## config.mk

```make
export PLATFORM = sky130hd
export DESIGN_NAME = dwa_scheduler6
export DESIGN_NICKNAME = d
export VERILOG_FILES = /design/src/rtl/dac_dem_pkg.sv /design/src/rtl/dwa_rot6.sv /design/src/rtl/dwa_scheduler6.sv
export SDC_FILE = /design/constraint.sdc
export NUM_CORES = 1
export LEC_CHECK = 0
export CAP_MARGIN = 0
export CORE_MARGIN = 2
export CORE_UTILIZATION = 25
export CTS_CLUSTER_SIZE = 8
export DETAILED_ROUTE_END_ITERATION = 8
export SETUP_SLACK_MARGIN = 0.2
export SYNTH_ARGS = -nofsm -noshare
export SYNTH_HDL_FRONTEND = slang
export SYNTH_SLANG_ARGS = --single-unit
```

## constraint.sdc

```tcl
create_clock -name clk -period 2.55 [get_ports clk]
set_input_delay 0.51 -clock clk [delete_from_list [all_inputs] [get_ports clk]]
set_output_delay 0.51 -clock clk [all_outputs]
set_load 0.005 [all_outputs]
```

## src/rtl/dac_dem_pkg.sv

```systemverilog
// Shared constants and helpers for the 6-element DWA scheduler.
package dac_dem_pkg;

    localparam int unsigned N_ELEM     = 6;
    localparam int unsigned PTR_W      = 3;
    localparam int unsigned CODE_MAX   = 6;
    localparam int unsigned CLAMP_ZERO = 0;
    localparam int unsigned CLAMP_FULL = 1;

    // Out-of-range code 7 maps to either no elements or all elements.
    function automatic logic [2:0] code_to_k(input logic [2:0] code, input int unsigned clamp);
        if (code > 3'(CODE_MAX)) begin
            return (clamp == CLAMP_FULL) ? 3'(CODE_MAX) : 3'd0;
        end
        return code;
    endfunction

endpackage

```

## src/rtl/dwa_rot6.sv

```systemverilog
// Combinational rotation: enables k consecutive elements starting at ptr (mod 6).
module dwa_rot6
    import dac_dem_pkg::*;
(
    input  logic [2:0]        k,
    input  logic [PTR_W-1:0]  ptr,
    output logic [N_ELEM-1:0] mask
);

    logic [3:0] off;

    always_comb begin
        mask = '0;
        off  = '0;
        for (int unsigned e = 0; e < N_ELEM; e++) begin
            // Distance of element e past the pointer, wrapped into 0..5.
            off = 4'(e) + 4'(N_ELEM) - {1'b0, ptr};
            if (off >= 4'(N_ELEM)) begin
                off = off - 4'(N_ELEM);
            end
            if (off < {1'b0, k}) begin
                mask[N_ELEM-1-e] = 1'b1;
            end
        end
    end

endmodule

```

## src/rtl/dwa_scheduler6.sv

```systemverilog
// DWA unit-element scheduler: rotating or thermometer element selection with sticky code error.
module dwa_scheduler6
    import dac_dem_pkg::*;
#(
    parameter int unsigned CLAMP = CLAMP_ZERO
)
(
    input  logic              clk,
    input  logic              rst,
    input  logic              in_valid,
    input  logic [2:0]        code,
    input  logic              dem_en,
    input  logic              err_clr,
    output logic              out_valid,
    output logic [N_ELEM-1:0] elem,
    output logic [PTR_W-1:0]  ptr,
    output logic              code_err
);

    logic [N_ELEM-1:0] elem_q, elem_d;
    logic [PTR_W-1:0]  ptr_q, ptr_d;
    logic              out_valid_q, out_valid_d;
    logic              code_err_q, code_err_d;

    logic [2:0]        k;
    logic [PTR_W-1:0]  rot_ptr;
    logic [N_ELEM-1:0] mask;
    logic [3:0]        ptr_sum;

    // Thermometer mode is the rotation with the pointer pinned at element 0.
    assign k       = code_to_k(code, CLAMP);
    assign rot_ptr = dem_en ? ptr_q : '0;

    dwa_rot6 u_rot (
        .k   (k),
        .ptr (rot_ptr),
        .mask(mask)
    );

    always_comb begin
        ptr_sum = {1'b0, ptr_q} + {1'b0, k};
        if (ptr_sum >= 4'(N_ELEM)) begin
            ptr_sum = ptr_sum - 4'(N_ELEM);
        end

        elem_d      = elem_q;
        ptr_d       = ptr_q;
        out_valid_d = in_valid;
        code_err_d  = code_err_q & ~err_clr;

        if (in_valid) begin
            elem_d = mask;
            ptr_d  = dem_en ? ptr_sum[PTR_W-1:0] : '0;
            if (code == 3'd7) begin
                code_err_d = 1'b1;
            end
        end
    end

    always_ff @(posedge clk) begin
        if (rst) begin
            elem_q      <= '0;
            ptr_q       <= '0;
            out_valid_q <= 1'b0;
            code_err_q  <= 1'b0;
        end else begin
            elem_q      <= elem_d;
            ptr_q       <= ptr_d;
            out_valid_q <= out_valid_d;
            code_err_q  <= code_err_d;
        end
    end

    assign elem      = elem_q;
    assign ptr       = ptr_q;
    assign out_valid = out_valid_q;
    assign code_err  = code_err_q;

endmodule

```

### After elaboration in Yosys (flattened, before gate mapping)

Cells that the tools add are included.

| operators by class | value |
|---|---|
| add/sub/neg operators | 14 |
| magnitude comparators | 14 |
| eq/ne operators | 1 |
| muxes and demuxes | 20 |
| bitwise operators | 2 |

Operators by type and width:

| operator | count |
|---|---|
| >= comparator 4 x 3 -> 1 bit, second input constant | 7 |
| < comparator 4 x 3 -> 1 bit | 6 |
| two-way mux 4 bit | 6 |
| subtractor 4 x 3 -> 4 bit, second input constant | 6 |
| subtractor 4 x 3 -> 4 bit, first input constant | 4 |
| two-way mux 3 bit | 5 |
| two-way mux 1 bit | 9 |
| subtractor 3 x 3 -> 4 bit, first input constant | 2 |
| adder 3 x 3 -> 4 bit | 1 |
| equality test 3 bit, second input constant | 1 |
| greater-than comparator 3 bit, second input constant | 1 |
| subtractor 3 bit, second input constant | 1 |
| bitwise AND 1 bit | 1 |
| inverter 1 bit | 1 |

| storage, ports and cells | value |
|---|---|
| flip-flop bits (word level) | 11 |
| input port bits | 8 |
| output and inout port bits | 11 |

### Logic depth before layout (Yosys ltp)

Gate-level depths: netlist of the first run.

| depth | value |
|---|---|
| depth in word-level cells | 7 |
| mapped depth | 13 |
| gate-level depth less buffers | 11 |

### Hierarchy

From an unflattened synthesis of the first run, not the netlist that was laid out.

| second synthesis, totals | value |
|---|---|
| cells, all modules | 147 |
| area, all modules | 1,286.2 um^2 |

Modules (own cells, without submodules):

| module | instances | cells each | area each (um^2) |
|---|---|---|---|
| dwa_rot6 | 1 | 89 | 740.7 |
| dwa_scheduler6 | 1 | 58 | 545.5 |

### Least setup slack after synthesis of the first run

OpenSTA, ideal clock, no wires.

| timing path | value |
|---|---|
| path type | input-to-reg |
| start point | input dem_en |
| end point | register elem_q[1] (netlist: elem[1]) |
| arrival time | 2.449 ns |
| setup slack | -0.016 ns |
| stages | 12 |
| buffers on the path | 1 |
| cell sequence | buf_2 > nand2_1 > inv_1 > ha_1 > xnor2_4 > inv_2 > ha_1 > a21oi_1 > a21oi_1 > ha_1 > o21ai_0 > a32o_1 |

| on the way | value |
|---|---|
| word-level cells in the longest chain between the ends | 6 |
| elaborated cells between the ends (all ways) | 7 |
| those cells by class | add/sub: 2; order compare: 2; mux: 3 |

Ends and longest elaborated chain:

| element | line | RTL |
|---|---|---|
| start, declared | dwa_scheduler6.sv:12 | `input logic dem_en,` |
| two-way mux 3 bit * | dwa_scheduler6.sv:32 | `assign rot_ptr = dem_en ? ptr_q : '0;` |
| subtractor 4 x 3 -> 4 bit * | dwa_rot6.sv:17 | `off = 4'(e) + 4'(N_ELEM) - {1'b0, ptr};` |
| subtractor 4 x 3 -> 4 bit / >= comparator 4 x 3 -> 1 bit (equally long branches) | dwa_rot6.sv:19, dwa_rot6.sv:18 |  |
| two-way mux 4 bit * | dwa_rot6.sv:18 | `if (off >= 4'(N_ELEM)) begin` |
| < comparator 4 x 3 -> 1 bit * | dwa_rot6.sv:21 | `if (off < {1'b0, k}) begin` |
| two-way mux 1 bit * | dwa_rot6.sv:21 |  |
| end signal, assigned | dwa_scheduler6.sv:67 | `elem_q <= elem_d;` |
| end, declared | dwa_scheduler6.sv:20 | `logic [N_ELEM-1:0] elem_q, elem_d;` |

Every way passes the cells marked *; elsewhere a longest branch is shown, timed or not.
A chain may end at the register's enable or synchronous reset.

### Final worst setup path of the first run

| timing path | value |
|---|---|
| start point | input dem_en |
| end point | register elem_q[3] (netlist: elem[3]) |

Same word-level chain as after synthesis.

==> results of run 1 <==
-- through the flow --
| stage | instances | hold WS [ns] | instance area, um2 | setup WS [ns] | TNS [ns] |
|---|---|---|---|---|---|
| final | 241 | 0.449 | 1700 | 0.300 | 0 |
| after global routing | 241 | 0.471 | 1700 | 0.196 | 0 |
| after CTS | 241 | 0.456 | 1680 | 0.257 | 0 |
| after detailed placement | 237 | 0.443 | 1640 | -0.418 | -1.22 |
| after global placement | 237 | 0.448 | 1640 | -0.401 | -1.14 |
| after floorplan | 142 | 0.444 | 1210 | 0.180 | 0 |
-- registers in the layout, indices dropped and copies added (netlist names) --
register / flops
out_valid: 1
code_err: 1
elem: 6
ptr: 3
-- critical path: stages --
cell      delay (ns)
buf_2           0.12
buf_4           0.14
nand2_4         0.09
ha_4            0.14
a21bo_2         0.23
and2_4          0.14
ha_1            0.28
o22a_1          0.16
ha_1            0.27
o211ai_1        0.09
a32o_1          0.23
-- layout by cell type, fill, tap and decap left out, types with 2 or more instances in the layout --
master           count
nor2_1               7
nor2b_1              2
nor3_1               2
ha_1                19
nand2_1             11
a21oi_1             14
nand3_1              3
nor3b_1              2
inv_1               11
nand4_1              2
o31ai_1              2
nand2b_1             6
a21bo_2              2
dfxtp_1             11
buf_4               29
clkdlybuf4s50_1     17
and2_4               2
xnor2_1              3
o21ai_0              2
a211oi_1             2
a211o_1              2
clkbuf_8             3
inv_2                2
o211ai_1             2
ha_4                 2
a32o_1               2
-- path summary, 6_finish.rpt --
kind              endpoint  slack, ns  cells after the start
setup / recovery   elem[3]       0.30                     11
hold / removal     elem[4]       0.45                      2
setup reg to reg   elem[1]       0.42                     11
hold reg to reg    elem[4]       0.45                      2
-- power by group through the flow --
stage | registers (mW) | logic (mW) | clock network (mW)
2_1_floorplan | 0.195 | 0.101 | 0
3_3_place_gp | 0.193 | 0.186 | 0
3_5_place_dp | 0.194 | 0.188 | 0
4_1_cts | 0.190 | 0.189 | 0.190
5_1_grt | 0.191 | 0.211 | 0.200
6_report | 0.190 | 0.189 | 0.184
-- logic make-up (layout without fill, tap and decap cells) --
group,after synthesis,after routing
fa+ha+maj,22,22
xor+xnor,5,5
mux,1,1
buf+inv,17,64
simple gates,42,42
compound gates,44,44
flops,11,11
-- final cells by class --
| class | instances | area share |
|---|---|---|
| repair buffers | 47 | 0.232 |
| multi-input cells | 114 | 0.545 |
| flip-flops and latches | 11 | 0.130 |
| well taps | 52 | 0.0383 |
| clock buffers | 4 | 0.0265 |
| inverters | 13 | 0.0288 |
-- what timing repair did --
action                     4_1_cts  5_1_grt
setup endpoints to repair        3        2
pin swaps                        1        1
gates resized for setup          6        3
cloned                           0        0
-- layer usage --
layer  GRT usage  vias to the layer above  wire length [um]
met4      0.0432                        0                52
met2       0.204                       18              1380
met5           0                        -                 0
met1       0.152                      514              1480
li1            -                      607                 -
met3      0.0373                        4               112
==> flow_summary.yaml, run 1 <==
sta:
  tightest_slew_ns: 0.418
  max_freq_mhz: 444
  fin_crit_ns: 2.25
  hold_viol_final: 0
  grt_setup_unrepaired: "false"
  slew_headroom: 0.719
  min_period_over_period: 0.883
  setup_viol: 0
  skew_ns: 0.00293
  final_max_slew_viol_count: 0
layout:
  syn_to_final_growth_pct: 43.9
  fin_nets: 219
  regArea_um2: 220
  num_antenna_cells: 0
  n_fill_cell: 464
  drive_gt1_frac: 0.259
  multi_input_area_um2: 925
  postLayoutCoreUtil: 0.382
clock_network:
  clock-root-buffer: "clkbuf_8"
  path_clk_slew_ns: 0.05
  cts_tree: "done"
  ctsHoldBuffers: 0
  cts.path.max_buffers: 2
  clock_sinks: 11
  numCtsBuffers: 3
  worstSkewPairLatency_ns: 0.24
  post_cts_buffers: 0
  cts.htree.levels: 1
logic_synthesis:
  synth_xor_area_frac: 0.0531
  synth_top_family_by_area: "compound AO/OA/AOI/OAI gates"
  postSynthAreaPerCell_um2: 8.30
  synth.area.top_cells: "ha_1 (22%), dfxtp_1 (19%), a21oi_1 (5.9%)"
  yosys.cell_count.top_type: "ha_1"
  syn_inst: 142
  yosys.area.top_type: "ha_1"
  synth-compound-area-share: 0.271
  synth-seq-area-share: 0.187
  ys_ff_latch: 11
  ys.warnings.count: 0
  synth_simple_gate_area_frac: 0.180
  syn-num-nets: 171
  synth_edf_count: 0
  synth_area_um2: 1180
  synthDistinctLibCells: 45
  synthArstFlopShare: 0
  synth_top_area_share: 0.223
  synthAdderAreaFrac: 0.231
  synth_common_cells: "ha_1 (21), a21oi_1 (14), nand2_1 (13)"
  post_synth_mux_area_share: 0.00849
  ys_dominant_reg_cell: "dfxtp_1"
worst_hold_path:
  min_from: "elem[4]"
  min_path_type: "reg -> reg"
placement:
  place_hpwl_mm: 2.40
  globalplace.congestion: 0.797
  numPortBuffers: 18
setup_path:
  rr_startpoint: "ptr[2]"
  setup.worst_path.start: "dem_en"
  crit_required_ns: 2.68
  crit_type: "in -> reg"
  cp.arrival_ns: 2.38
  start_kind: "input pin"
  end_kind: "register"
  crit_fanout: 5
global_routing:
  grt_antenna_before_repair: 0
  grt_pass1_vias: 1083
  overflow: 0
  track_usage: 0.124
  grt_pass1_wl_mm: 5.00
  grt_max_degree: 12
routing:
  via_per_inst: 4.74
  num_vias: 1143
  first_pass_iters: 4
  detail-route-antenna-nets: 0
  drt-wirelength-per-cell_um: 12.5
  drc: 0
  first_iter_violations: 53
  wl_mm: 3.02
power:
  p_int_mw: 0.397
  p_total_mw: 0.562
  power.switching_mw: 0.166
  power_frac_comb: 0.336
  switching_share: 0.294
  power_frac_clock: 0.327
  powerDensity_nw_per_um2: 331
  vdd_drop_max_v: 0.000159
  p_leak_nw: 0.767
  seq_power_share: 0.338
die:
  rows: 24
  dieHeight_um: 72.7
  ios: 19
  start_util: 0.265
  die_area_um2: 5280
  die_w_um: 72.7
  core_area_um2: 4440
status:
  run_status: "finished, final reports clean"
flow_run:
  maxCapViolCount: 0
(Power assumes the default switching activity.)
==> inputs of run 2 (changes only) <==
--- a/config.mk
+++ b/config.mk
@@ -8,9 +8,11 @@
 export CAP_MARGIN = 0
 export CORE_MARGIN = 2
 export CORE_UTILIZATION = 25
+export CTS_CLUSTER_DIAMETER = 150
 export CTS_CLUSTER_SIZE = 8
 export DETAILED_ROUTE_END_ITERATION = 8
 export SETUP_SLACK_MARGIN = 0.2
+export SLEW_MARGIN = 20
 export SYNTH_ARGS = -nofsm -noshare
 export SYNTH_HDL_FRONTEND = slang
 export SYNTH_SLANG_ARGS = --single-unit
==> results of run 2 <==
The final DEF is identical to that of run 1; final timing and power are the same.
==> inputs of run 3 (changes only) <==
--- a/config.mk
+++ b/config.mk
@@ -5,6 +5,7 @@
 export SDC_FILE = /design/constraint.sdc
 export NUM_CORES = 1
 export LEC_CHECK = 0
+export ABC_CLOCK_PERIOD_IN_PS = 2420
 export CAP_MARGIN = 0
 export CORE_MARGIN = 2
 export CORE_UTILIZATION = 25
@@ -16,3 +17,4 @@
 export SYNTH_ARGS = -nofsm -noshare
 export SYNTH_HDL_FRONTEND = slang
 export SYNTH_SLANG_ARGS = --single-unit
+export TNS_END_PERCENT = 5
==> constraint.sdc (replaced) <==
create_clock -name clk -period 2.42 [get_ports clk]
set_input_delay 0.484 -clock clk [delete_from_list [all_inputs] [get_ports clk]]
set_output_delay 0.484 -clock clk [all_outputs]
set_load 0.005 [all_outputs]
==> flow_summary.yaml, run 3 (synthesized netlist as in run 1, its figures left out) <==
placement:
  place_hpwl_mm: 2.52
  dpl_cell_area_um2: 1690
  numPortBuffers: 18
  globalplace.congestion: 0.862
  dp.cells: 240
power:
  p_total_mw: 0.600
  power_frac_clock: 0.312
  power.switching_mw: 0.175
  power_frac_comb: 0.351
  p_leak_nw: 0.820
  p_int_mw: 0.425
  switching_share: 0.291
  seq_power_share: 0.336
  powerDensity_nw_per_um2: 333
  vdd_drop_max_v: 0.000328
sta:
  tightest_slew_ns: 0.364
  min_period_over_period: 0.907
  slew_headroom: 0.756
  tns_ns: 0
  setup_viol: 0
  fin_crit_ns: 2.19
  skew_ns: 0.00332
  hold_viol_final: 0
  final_max_slew_viol_count: 0
  max_freq_mhz: 456
  grt_setup_unrepaired: "true"
layout:
  finalNonFillerCells: 246
  num_antenna_cells: 0
  final_cell_mix: "buf_4 (33), ha_1 (16), clkdlybuf4s50_1 (15)"
  postLayoutCoreUtil: 0.405
  layout_commonest_cell: "buf_4"
  fin_nets: 224
  drive_gt1_frac: 0.314
  largest_reg_flops: 6
  syn_to_final_growth_pct: 52.8
  fin_area_um2: 1800
die:
  core_area_um2: 4440
  start_util: 0.265
  ios: 19
  dieHeight_um: 72.7
  die_w_um: 72.7
  die_area_um2: 5280
  rows: 24
worst_hold_path:
  min_from: "elem[4]"
  whs_path_depth: 2
  min_path_type: "reg -> reg"
clock_network:
  numCtsBuffers: 3
  cts.path.max_buffers: 2
  cts.htree.levels: 1
  path_clk_slew_ns: 0.05
  clock-root-buffer: "clkbuf_8"
  worstSkewPairLatency_ns: 0.24
  cts_tree: "done"
  clock_sinks: 11
flow_run:
  maxCapViolCount: 0
global_routing:
  grt_antenna_before_repair: 0
  grt_pass1_vias: 1175
  grt_max_degree: 12
  grt_pass1_wl_mm: 5.31
  overflow: 0
  track_usage: 0.128
routing:
  first_iter_violations: 44
  via_per_inst: 4.83
  wl_mm: 3.18
  drt-wirelength-per-cell_um: 12.9
  detail-route-antenna-nets: 0
  drc: 0
  first_pass_iters: 4
  num_vias: 1188
setup_path:
  rr_startpoint: "ptr[0]"
  start_kind: "input pin"
  r2r_cells: 9
  crit_type: "in -> reg"
  crit_fanout: 5
  crit_required_ns: 2.55
  setup.worst_path.start: "dem_en"
  cp.arrival_ns: 2.32
  end_kind: "register"
status:
  run_status: "finished, final reports clean"
run 3: cell types whose count changed in the layout (fill, tap and decap cells not counted), sizes merged:
cell / before / now
buf: 30 / 35
clkdlybuf4s50: 17 / 15
dlymetal6s2s: 0 / 2
run 3: metal layers:
layer | global-route usage | vias up | routed length, um
met3 | 0.0262 | 4 | 103
met4 | 0.0247 | 0 | 36
li1 | - | 622 | -
met1 | 0.162 | 541 | 1560
met2 | 0.224 | 21 | 1480
met5 | 0 | - | 0
run 3: critical path, stage by stage:
cell      delay, ns
buf_6          0.10
buf_6          0.12
nand2_8        0.07
ha_4           0.14
a21bo_4        0.22
and2_4         0.17
ha_4           0.23
o22a_1         0.17
ha_1           0.27
o211ai_1       0.09
a32o_2         0.25
run 3: cell type report:
class,count,area [um2]
Clock buffer,4,45.0
Fill cell,469,2640
Inverter,13,51.3
Multi-Input combinational cell,114,971
Sequential cell,11,223
Tap cell,52,65.1
Timing Repair Buffer,52,445
run 3: path summary, 6_finish.rpt:
path                                end  slack, ns
worst max-delay path            elem[3]       0.23
worst min register to register  elem[4]       0.46
worst max register to register  elem[3]       0.29
worst min-delay path            elem[4]       0.46
run 3: through the flow:
| step | hold WS [ns] | setup WS, ns |
|---|---|---|
| 6_report | 0.463 | 0.225 |
| 5_1_grt | 0.494 | 0.153 |
| 4_1_cts | 0.466 | 0.202 |
| 3_5_place_dp | 0.454 | -0.440 |
| 3_3_place_gp | 0.452 | -0.419 |
| 2_1_floorplan | 0.444 | 0.170 |
run 3: power groups by stage:
stage	Sequential, mW	Combinational (mW)	Clock [mW]
after floorplan	0.206	0.112	0
after global placement	0.205	0.200	0
after detailed placement	0.205	0.203	0
after CTS	0.202	0.204	0.196
after global routing	0.204	0.235	0.202
final	0.202	0.211	0.188
run 3: timing repair:
action,in CTS,in global routing
hold buffers,0,0
setup buffers,0,2
resized for setup,5,11
endpoints found under the setup margin,3,5
pin swaps,2,5
